===== src/rtl/stream_mux_pkg.sv =====
// Shared constants and helpers for the N-to-1 stream multiplexer.
// Holds the mode encodings, output-register states and a modulo increment.
package stream_mux_pkg;

    localparam logic MODE_FIXED = 1'b0;
    localparam logic MODE_RR    = 1'b1;

    typedef enum logic {
        ST_EMPTY = 1'b0,
        ST_FULL  = 1'b1
    } oreg_state_t;

    // Next index in a ring of n channels.
    function automatic int mod_inc(input int v, input int n);
        return (v + 1 >= n) ? 0 : v + 1;
    endfunction

endpackage


===== src/rtl/rr_arbiter.sv =====
// Combinational round-robin arbiter: first requester after ptr, wrapping.
// Ports: req (N requests), ptr (last winner), gnt (index), gnt_valid.
module rr_arbiter
    import stream_mux_pkg::*;
#(
    parameter int N     = 4,
    parameter int SEL_W = $clog2(N)
) (
    input  logic [N-1:0]     req,
    input  logic [SEL_W-1:0] ptr,
    output logic [SEL_W-1:0] gnt,
    output logic             gnt_valid
);

    logic [SEL_W-1:0] w_idx;

    // Visit ptr+1 .. ptr+N; the first hit keeps the grant.
    always_comb begin
        gnt       = '0;
        gnt_valid = 1'b0;
        w_idx     = ptr;
        for (int k = 0; k < N; k++) begin
            w_idx = SEL_W'(mod_inc(int'(w_idx), N));
            if (!gnt_valid && req[w_idx]) begin
                gnt       = w_idx;
                gnt_valid = 1'b1;
            end
        end
    end

endmodule


===== src/rtl/stream_mux_nto1.sv =====
// Registered N-to-1 stream mux, fixed-select or round-robin arbitration.
// Ports: clk, rst (sync, high), mode, sel, in_data/in_valid/in_ready,
//        out_data/out_chan/out_valid/out_ready.
module stream_mux_nto1
    import stream_mux_pkg::*;
#(
    parameter int WIDTH = 1,
    parameter int N     = 4,
    parameter int SEL_W = $clog2(N)
) (
    input  logic                 clk,
    input  logic                 rst,
    input  logic                 mode,
    input  logic [SEL_W-1:0]     sel,
    input  logic [N*WIDTH-1:0]   in_data,
    input  logic [N-1:0]         in_valid,
    output logic [N-1:0]         in_ready,
    output logic [WIDTH-1:0]     out_data,
    output logic [SEL_W-1:0]     out_chan,
    output logic                 out_valid,
    input  logic                 out_ready
);

    oreg_state_t      r_state;
    logic [WIDTH-1:0] r_data;
    logic [SEL_W-1:0] r_chan;
    logic [SEL_W-1:0] r_ptr;

    logic [SEL_W-1:0] w_rr_gnt;
    logic             w_rr_valid;
    logic             w_fix_valid;
    logic [SEL_W-1:0] w_gnt;
    logic             w_gnt_valid;
    logic             w_load_en;
    logic             w_take;
    logic [WIDTH-1:0] w_gnt_data;

    rr_arbiter #(
        .N     (N),
        .SEL_W (SEL_W)
    ) u_arb (
        .req       (in_valid),
        .ptr       (r_ptr),
        .gnt       (w_rr_gnt),
        .gnt_valid (w_rr_valid)
    );

    // Out-of-range select never grants.
    always_comb begin
        w_fix_valid = 1'b0;
        if (int'(sel) < N) begin
            w_fix_valid = in_valid[sel];
        end
    end

    assign w_gnt       = (mode == MODE_RR) ? w_rr_gnt : sel;
    assign w_gnt_valid = (mode == MODE_RR) ? w_rr_valid : w_fix_valid;

    assign out_valid  = (r_state == ST_FULL);
    assign w_load_en  = !out_valid || out_ready;
    // A grant implies in_valid, so ready alone marks the handshake.
    assign w_take     = w_load_en && w_gnt_valid && !rst;
    assign w_gnt_data = in_data[int'(w_gnt)*WIDTH +: WIDTH];

    always_comb begin
        in_ready = '0;
        if (w_take) begin
            in_ready[w_gnt] = 1'b1;
        end
    end

    always_ff @(posedge clk) begin
        if (rst) begin
            r_state <= ST_EMPTY;
            r_data  <= '0;
            r_chan  <= '0;
            r_ptr   <= SEL_W'(N - 1);
        end else if (w_take) begin
            r_state <= ST_FULL;
            r_data  <= w_gnt_data;
            r_chan  <= w_gnt;
            if (mode == MODE_RR) begin
                r_ptr <= w_gnt;
            end
        end else if (out_ready) begin
            r_state <= ST_EMPTY;
        end
    end

    assign out_data = r_data;
    assign out_chan = r_chan;

endmodule


===== config.mk =====
export PLATFORM = sky130hd
export DESIGN_NAME = stream_mux_nto1
export DESIGN_NICKNAME = d
export VERILOG_FILES = /design/src/rtl/stream_mux_pkg.sv /design/src/rtl/rr_arbiter.sv /design/src/rtl/stream_mux_nto1.sv
export SDC_FILE = /design/constraint.sdc
export NUM_CORES = 1
export LEC_CHECK = 0
export ABC_AREA = 0
export CAP_MARGIN = 20
export CORE_ASPECT_RATIO = 0.75
export CORE_MARGIN = 3
export CORE_UTILIZATION = 25
export DETAILED_ROUTE_END_ITERATION = 10
export GPL_ROUTABILITY_DRIVEN = 1
export SLEW_MARGIN = 25
export SYNTH_ARGS = -nofsm -noshare
export SYNTH_HDL_FRONTEND = slang
export SYNTH_SLANG_ARGS = --single-unit

===== constraint.sdc =====
create_clock -name clk -period 2.1 [get_ports clk]
set_input_delay 0.21 -clock clk [delete_from_list [all_inputs] [get_ports clk]]
set_output_delay 0.21 -clock clk [all_outputs]
set_load 0.01 [all_outputs]

==> results of run 1 <==
state kept, by name, summed over array words and instances (netlist names):
signal and count:
r_ptr 2, out_valid 1, out_data 1, out_chan 2
cells by family (layout without fill, tap and decap cells):
kind of cell / count (synthesis) / in the layout / synth area share, %
flops: 6 / 6 / 23.13
simple gates: 30 / 30 / 31.57
compound gates: 15 / 15 / 21.69
fa+ha+maj: 1 / 1 / 2.409
buf+inv: 3 / 49 / 2.169
mux: 6 / 6 / 19.04
worst min path at each step:
stage	slack [ps]	to	from	cells after the start
floorplan	420	r_ptr[0]	mode	2
global placement	490	out_chan[0]	out_chan[0]	2
detailed placement	490	out_chan[0]	out_chan[0]	2
CTS	510	out_chan[0]	out_chan[0]	2
global route	540	out_chan[1]	out_chan[1]	2
finish	500	out_chan[0]	out_chan[0]	2
report_power, final:
group	internal, mW	leakage [nW]	switching [mW]	total, mW
Combinational	0.144	0.346	0.101	0.246
Clock	0.0723	0.0150	0.0463	0.119
Sequential	0.127	0.0492	0.00814	0.135
cells in the mapped netlist:
cell type / count / area, um2
sky130_fd_sc_hd__nor2_1: 9 / 33.78
sky130_fd_sc_hd__dfxtp_1: 6 / 120.1
sky130_fd_sc_hd__a21oi_1: 5 / 25.02
sky130_fd_sc_hd__nor3_1: 4 / 20.02
sky130_fd_sc_hd__mux4_2: 3 / 67.56
sky130_fd_sc_hd__nand2_1: 3 / 11.26
sky130_fd_sc_hd__nor2b_1: 3 / 18.77
sky130_fd_sc_hd__a311oi_1: 2 / 17.52
sky130_fd_sc_hd__inv_1: 2 / 7.510
sky130_fd_sc_hd__mux2i_1: 2 / 20.02
sky130_fd_sc_hd__nor3b_1: 2 / 15.01
sky130_fd_sc_hd__o21a_1: 2 / 15.01
sky130_fd_sc_hd__or3_1: 2 / 12.51
sky130_fd_sc_hd__a211o_1: 1 / 8.760
sky130_fd_sc_hd__a21boi_0: 1 / 7.510
sky130_fd_sc_hd__a311o_1: 1 / 10.01
sky130_fd_sc_hd__and3b_1: 1 / 8.760
sky130_fd_sc_hd__clkbuf_1: 1 / 3.750
sky130_fd_sc_hd__ha_1: 1 / 12.51
sky130_fd_sc_hd__mux2_1: 1 / 11.26
sky130_fd_sc_hd__nand2_2: 1 / 6.260
sky130_fd_sc_hd__nand2b_1: 1 / 6.260
sky130_fd_sc_hd__nand3_1: 1 / 5.000
sky130_fd_sc_hd__nor3_2: 1 / 10.01
sky130_fd_sc_hd__o21ai_0: 1 / 5.000
sky130_fd_sc_hd__o31ai_1: 1 / 7.510
sky130_fd_sc_hd__o41ai_2: 1 / 16.27
sky130_fd_sc_hd__or3b_1: 1 / 8.760
sky130_fd_sc_hd__or4_1: 1 / 7.510
tightest hold or removal path, delay by kind of cell, from the launching register on:
kind	cells	cell delay [ps]
compound gates	1	50
flops	1	320
simple gates	1	90
cell type report:
| cell class | count | area (um2) |
|---|---|---|
| Fill cell | 176 | 855.8 |
| Multi-Input combinational cell | 52 | 436.7 |
| Timing Repair Buffer | 43 | 359.1 |
| Sequential cell | 6 | 125.1 |
| Tap cell | 22 | 27.53 |
| Clock buffer | 4 | 26.28 |
| Inverter | 2 | 7.507 |
layer usage:
layer / track usage (%) / wire length [um]
met3: 4.533 / 125
met5: 0 / 0
met2: 21.83 / 761
met1: 17.80 / 762
met4: 3.167 / 17
stage by stage:
stage	TNS (ps)	total power, mW	worst slack, ps	utilization (%)	hold WS [ps]
after floorplan	-97.23	0.2426	-97.23	-	424.5
after global placement	-3350	0.3619	-521.7	49.90	493.5
after detailed placement	-3612	0.3634	-558.2	49.90	494.2
after CTS	-1492	0.4919	-303.5	51.94	509.5
after global routing	-2082	0.5319	-363.5	53.44	535.6
final	-1456	0.4990	-286.7	53.44	501.8
repair_timing:
action	CTS	global route
gates resized for setup	23	3
endpoints found under the setup margin	9	10
buffers inserted	2	3
pin swaps	4	1
==> metrics.txt, run 1 <==
run status finished with violations; failing checks negative setup slack; Longest Clk Path Bufs 2; Post-Layout Cell Count 129; vertical extent of the die between 40 and 50 um; share of the clock period used by the worst path 113.7%; initial antenna violation count 0; Power Density around 510 nW/um2; sequential element share of the synthesized area 23.13%; row count 13; 1st-pass router iterations 4; Reg clk slew, reported paths 50 ps; total gr overflow 0; worst-path maximum fanout 5; worst voltage drop across the vdd grid 291.6 uV; count of antenna-violating nets left after detailed routing 0; drt via density 5.047; family of cells with the greatest summed delay on the critical path simple AND/OR/NAND/NOR gates; HPWL after detailed placement ~1300 um; Final Hold Fails 0; synthesized area 519.2 um2; reg2reg end out_data; Clk Latency, worst-skew pair 250 ps; overall routing resource usage 13.60%; number of hold-repair buffers added at the cts stage 0; I/O pin count 22; number of nets in the final layout 123; die area 2666 um2; RSZ-0062 raised after global routing yes; H-Tree Depth 1; starting utilization of the core area 28.25%; synth unique cells 29; CP bufs+invs 1; maximum number of pins on one net before global-route repair 9; via count of the first global-routing pass 661; die boundary width 58.63 um; start-to-end type of the worst setup path flop to output pin; Worst path slowest cell sky130_fd_sc_hd__or4_1; number of cells on the critical path 7; vias after detailed routing 651; post-synthesis register bit count 6; final number of max-transition violations 0; type of element launching the critical path flop; DRC viols 0; Total Routed Length 1666 um; cell area after placement 917.1 um2; Worst setup endpoint in_ready[0]; setup slack of the worst register-to-register path -220 ps; synthesized instance count 61; min setup slack post-route -286.7 ps; area overhead of the layout relative to synthesis 89.16%; Final min period roughly 2400 ps; worst relative slew slack 76.52%; commonest non-fill, non-tap cells in the layout sky130_fd_sc_hd__buf_4 (21), sky130_fd_sc_hd__clkdlybuf4s50_1 (17), sky130_fd_sc_hd__nor2_1 (9); peak per-stage delay on the critical path 400 ps; global-route wire length before repair 2822 um; LEAKAGE 0.4102 nW; fraction of final layout cells sized beyond drive strength 1 41.12%; nets in the synthesized netlist 76; crit end category output pin; setup clock skew after layout 5.182 ps; slew at the pin closest to its max-slew limit 352.2 ps; kind of path behind the tightest hold check flop to flop; Reg2Reg Depth 8; count of max-cap constraint violations 0; average footprint of a synthesized cell 8.512 um2; most common cell after layout, fill and taps aside sky130_fd_sc_hd__buf_4; antenna diode instance count 0; worst-path cell chain ha_4 > or3_1 > or4_1 > a311o_1 > nand2_2 > nor3_1 > buf_2; placed cells 122; origin of the worst setup path r_ptr[1]; number of buffers created by CTS 3; final weighted congestion in routability-driven placement 0.7690; clock root buffer sky130_fd_sc_hd__clkbuf_4; reg2reg start r_ptr[1]; TritonCTS sink count 6; Worst EP arrival 2180 ps; area of the core 1838 um2; required time of the critical path 1890 ps; wire length per cell 12.91 um; PortBufs 21; final count of negative-setup-slack endpoints 8; Design Area, Final 982.2 um2; count of routing violations after the opening detailed-route iteration 13; count of synthesis-stage warnings from yosys 0; top achievable clock speed 419.0 MHz; TritonCTS clock tree done
(Power assumes the default switching activity.)
==> run 2, diff against run 1 <==
--- a/config.mk
+++ b/config.mk
@@ -5,14 +5,15 @@
 export SDC_FILE = /design/constraint.sdc
 export NUM_CORES = 1
 export LEC_CHECK = 0
-export ABC_AREA = 0
+export ABC_AREA = 1
 export CAP_MARGIN = 20
 export CORE_ASPECT_RATIO = 0.75
 export CORE_MARGIN = 3
 export CORE_UTILIZATION = 25
+export CTS_CLUSTER_DIAMETER = 120
 export DETAILED_ROUTE_END_ITERATION = 10
 export GPL_ROUTABILITY_DRIVEN = 1
-export SLEW_MARGIN = 25
+export SLEW_MARGIN = 20
 export SYNTH_ARGS = -nofsm -noshare
 export SYNTH_HDL_FRONTEND = slang
 export SYNTH_SLANG_ARGS = --single-unit
==> run 2 against run 1 <==
Against the previous run: the flow still finishes with violations (negative setup slack); largest cell class unchanged; die area up 54%; non-clock buffer count up 12; via count up 59%; critical path depth up 6; clock skew down 2.7 ps; core utilization down 4.6 points.
==> metrics.txt, run 2 <==
run status finished with violations; failing checks negative setup slack; Total Routed Length 2801 um (+68%); fraction of final layout cells sized beyond drive strength 1 55.26% (+14 points); antenna diode instance count 0 (unchanged); HPWL after detailed placement 2032 um (+53%); start-to-end type of the worst setup path flop to output pin; post-synthesis cell type with the largest combined area sky130_fd_sc_hd__nand2_1; count of antenna-violating nets left after detailed routing 0 (unchanged); sequential element share of the synthesized area 14.31% (-8.8 points); most frequent CP cell sky130_fd_sc_hd__nand2_4; final number of max-transition violations 0 (unchanged); DRC viols 0 (unchanged); number of nets in the final layout 207 (+68%); area fraction of the dominant cell type after synthesis 18.33% (-4.8 points); row count 17 (+4); worst relative slew slack 84.22% (+7.7 points); Most used DFF post-synth sky130_fd_sc_hd__dfxtp_1; count of routing violations after the opening detailed-route iteration 65 (+52); family of cells with the greatest summed delay on the critical path simple AND/OR/NAND/NOR gates; worst voltage drop across the vdd grid 251.8 uV (-14%); count of max-cap constraint violations 0 (unchanged); min setup slack post-route -65.05 ps (+221.6 ps); post-synthesis register bit count 6 (unchanged); TritonCTS clock tree done; wire length per cell 12.29 um (-4.9%); count of flip-flops with a built-in enable after synthesis 0 (unchanged); die boundary width 72.92 um (+24%); Worst EP arrival 1960 ps (-220 ps); top cells by area in the synthesized netlist sky130_fd_sc_hd__nand2_1 (18%), sky130_fd_sc_hd__dfxtp_1 (14%), sky130_fd_sc_hd__nand2_2 (14%); peak per-stage delay on the critical path 330 ps (-70 ps); worst-path cell chain ha_4 > nor2_4 > nand2_2 > nand2_4 > nand2_4 > nand2_4 > nand2_2 > nand2_1 > nand2_2 > nand3_4 > nand2_4 > nor2_1 > buf_2; aggregate negative setup slack -242.4 ps (+1214 ps); number of buffers created by CTS 3 (unchanged); Reg clk slew, reported paths 30 ps (-20 ps); area of the core 3063 um2 (+67%); synth unique cells 22 (-24%); synthesized instance count 131 (+110%); kind of path behind the tightest hold check flop to flop; drt via density 4.553 (-9.8%); LEAKAGE 0.7077 nW (+73%); setup clock skew after layout 2.466 ps (-2.716 ps); Reg2Reg Depth 18 (+10); required time of the critical path 1890 ps (about the same); TritonCTS sink count 6 (unchanged); vias after detailed routing 1038 (+59%); vertical extent of the die 56.19 um (+24%); final count of negative-setup-slack endpoints 4 (-4); die area 4097 um2 (+54%); Worst path slowest cell sky130_fd_sc_hd__dfxtp_2; most common cell in the synthesized netlist sky130_fd_sc_hd__nand2_1; most common cell after layout, fill and taps aside sky130_fd_sc_hd__buf_4; RSZ-0062 raised after global routing yes; I/O pin count 22 (unchanged); Final Hold Fails 0 (unchanged); total design power 0.7595 mW (+52%); maximum number of pins on one net before global-route repair 7 (-2); H-Tree Depth 1 (unchanged); CP bufs+invs 1 (unchanged); Synth top cells by count sky130_fd_sc_hd__nand2_1 (41), sky130_fd_sc_hd__nand2_2 (19), sky130_fd_sc_hd__inv_1 (11); area overhead of the layout relative to synthesis 78.09%; synthesized area 839.6 um2 (+62%); total gr overflow 0 (unchanged); crit end category output pin; average footprint of a synthesized cell 6.409 um2 (-25%); via count of the first global-routing pass 1051 (+59%); Final min period 2165 ps (-221.6 ps); share of the clock period used by the worst path 103.1% (-11 points); hold path depth 2 (unchanged); clock root buffer sky130_fd_sc_hd__clkbuf_8; worst slack, placed -413.2 ps (+144.9 ps); overall routing resource usage 14.74% (+1.1 points); count of synthesis-stage warnings from yosys 0 (unchanged); Longest Clk Path Bufs 2 (unchanged); type of element launching the critical path flop; initial antenna violation count 0 (unchanged); global-route wire length before repair 4823 um (+71%); nets in the synthesized netlist 146 (+92%); post-synthesis async set-or-reset flop share 0% (unchanged); worst-path maximum fanout 5 (unchanged); top achievable clock speed 461.9 MHz (+10%); PortBufs 21 (unchanged); Clk Latency, worst-skew pair 230 ps (-20 ps); 1st-pass router iterations 4 (unchanged); Power Density 508.0 nW/um2 (about the same); final weighted congestion in routability-driven placement 0.8715 (+13%); starting utilization of the core area 27.41% (-0.84 points); number of cells on the critical path 13 (+6); commonest non-fill, non-tap cells in the layout sky130_fd_sc_hd__buf_4 (34), sky130_fd_sc_hd__nand2_1 (30), sky130_fd_sc_hd__nand2_2 (27); slew at the pin closest to its max-slew limit 236.1 ps (-116.1 ps)
-- run 2: cells by family (layout without fill, tap and decap cells) --
logic type / count (synthesis) / count (layout) / synth area share [%]
and+or+nand+nor: 95 / 97 / 66.62
AOI/OAI and AO/OA: 13 / 13 / 8.495
buffers and inverters: 16 / 73 / 9.091
adders and majority gates: 1 / 1 / 1.490
DFF: 6 / 6 / 14.31
-- run 2: final timing paths --
path | startpoint | to | slack, ps
worst min register to register | out_valid | out_valid | 520
worst max-delay path | r_ptr[0] | in_ready[1] | -70
worst min-delay path | out_valid | out_valid | 520
worst max register to register | r_ptr[0] | out_data | 40
-- run 2: layer usage --
| layer | vias up | global-route usage [%] | wire, um |
|---|---|---|---|
| met4 | 0 | 3.158 | 31 |
| met3 | 4 | 2.347 | 97 |
| met2 | 27 | 22.75 | 1308 |
| met1 | 466 | 21.26 | 1363 |
| li1 | 541 | - | - |
| met5 | - | 0 | 0 |
-- run 2: area by class of cell --
type	count	area (um2)
inverters	15	63.81
well taps	38	47.55
clock buffers	3	41.29
fillers	322	1568
flip-flops and latches	6	122.6
multi-input cells	111	774.5
repair buffers	55	445.4
-- run 2: metrics by stage --
stage	instance area, um2	cells	hold WS, ps	util (%)
2_1_floorplan	839.6	131	279.1	-
3_3_place_gp	1295	218	504.0	42.28
3_5_place_dp	1295	218	510.4	42.28
4_1_cts	1450	226	518.8	47.34
5_1_grt	1495	228	575.3	48.82
6_report	1495	228	522.7	48.82
-- run 2: timing repair --
action	in CTS	in global routing
hold buffers	0	0
resized for setup	39	9
endpoints found under the setup margin	4	5
pin swaps	12	14
cloned	2	0
endpoints found under the hold margin	0	0
buffers inserted	3	2
-- run 2: power by group --
| part | leakage [nW] | internal, mW | switching (mW) |
|---|---|---|---|
| Sequential | 0.0489 | 0.127 | 0.00762 |
| Combinational | 0.637 | 0.212 | 0.237 |
| Clock | 0.0216 | 0.123 | 0.0523 |
-- run 2: worst register-to-register path, cell delays in order (launching register included) --
cell and delay (ps):
sky130_fd_sc_hd__dfxtp_2 330, sky130_fd_sc_hd__ha_4 200, sky130_fd_sc_hd__nor2_4 210, sky130_fd_sc_hd__nand2_2 110, sky130_fd_sc_hd__nand2_4 110, sky130_fd_sc_hd__nand2_4 60
sky130_fd_sc_hd__nand2_4 100, sky130_fd_sc_hd__nand2_2 60, sky130_fd_sc_hd__nand2_1 60, sky130_fd_sc_hd__nand2_2 70, sky130_fd_sc_hd__nand3_4 100, sky130_fd_sc_hd__buf_4 110
sky130_fd_sc_hd__buf_4 90, sky130_fd_sc_hd__buf_4 100, sky130_fd_sc_hd__nand3_2 50, sky130_fd_sc_hd__nand2_2 70, sky130_fd_sc_hd__nand2_2 50, sky130_fd_sc_hd__nand2_2 50
sky130_fd_sc_hd__nor2_2 30
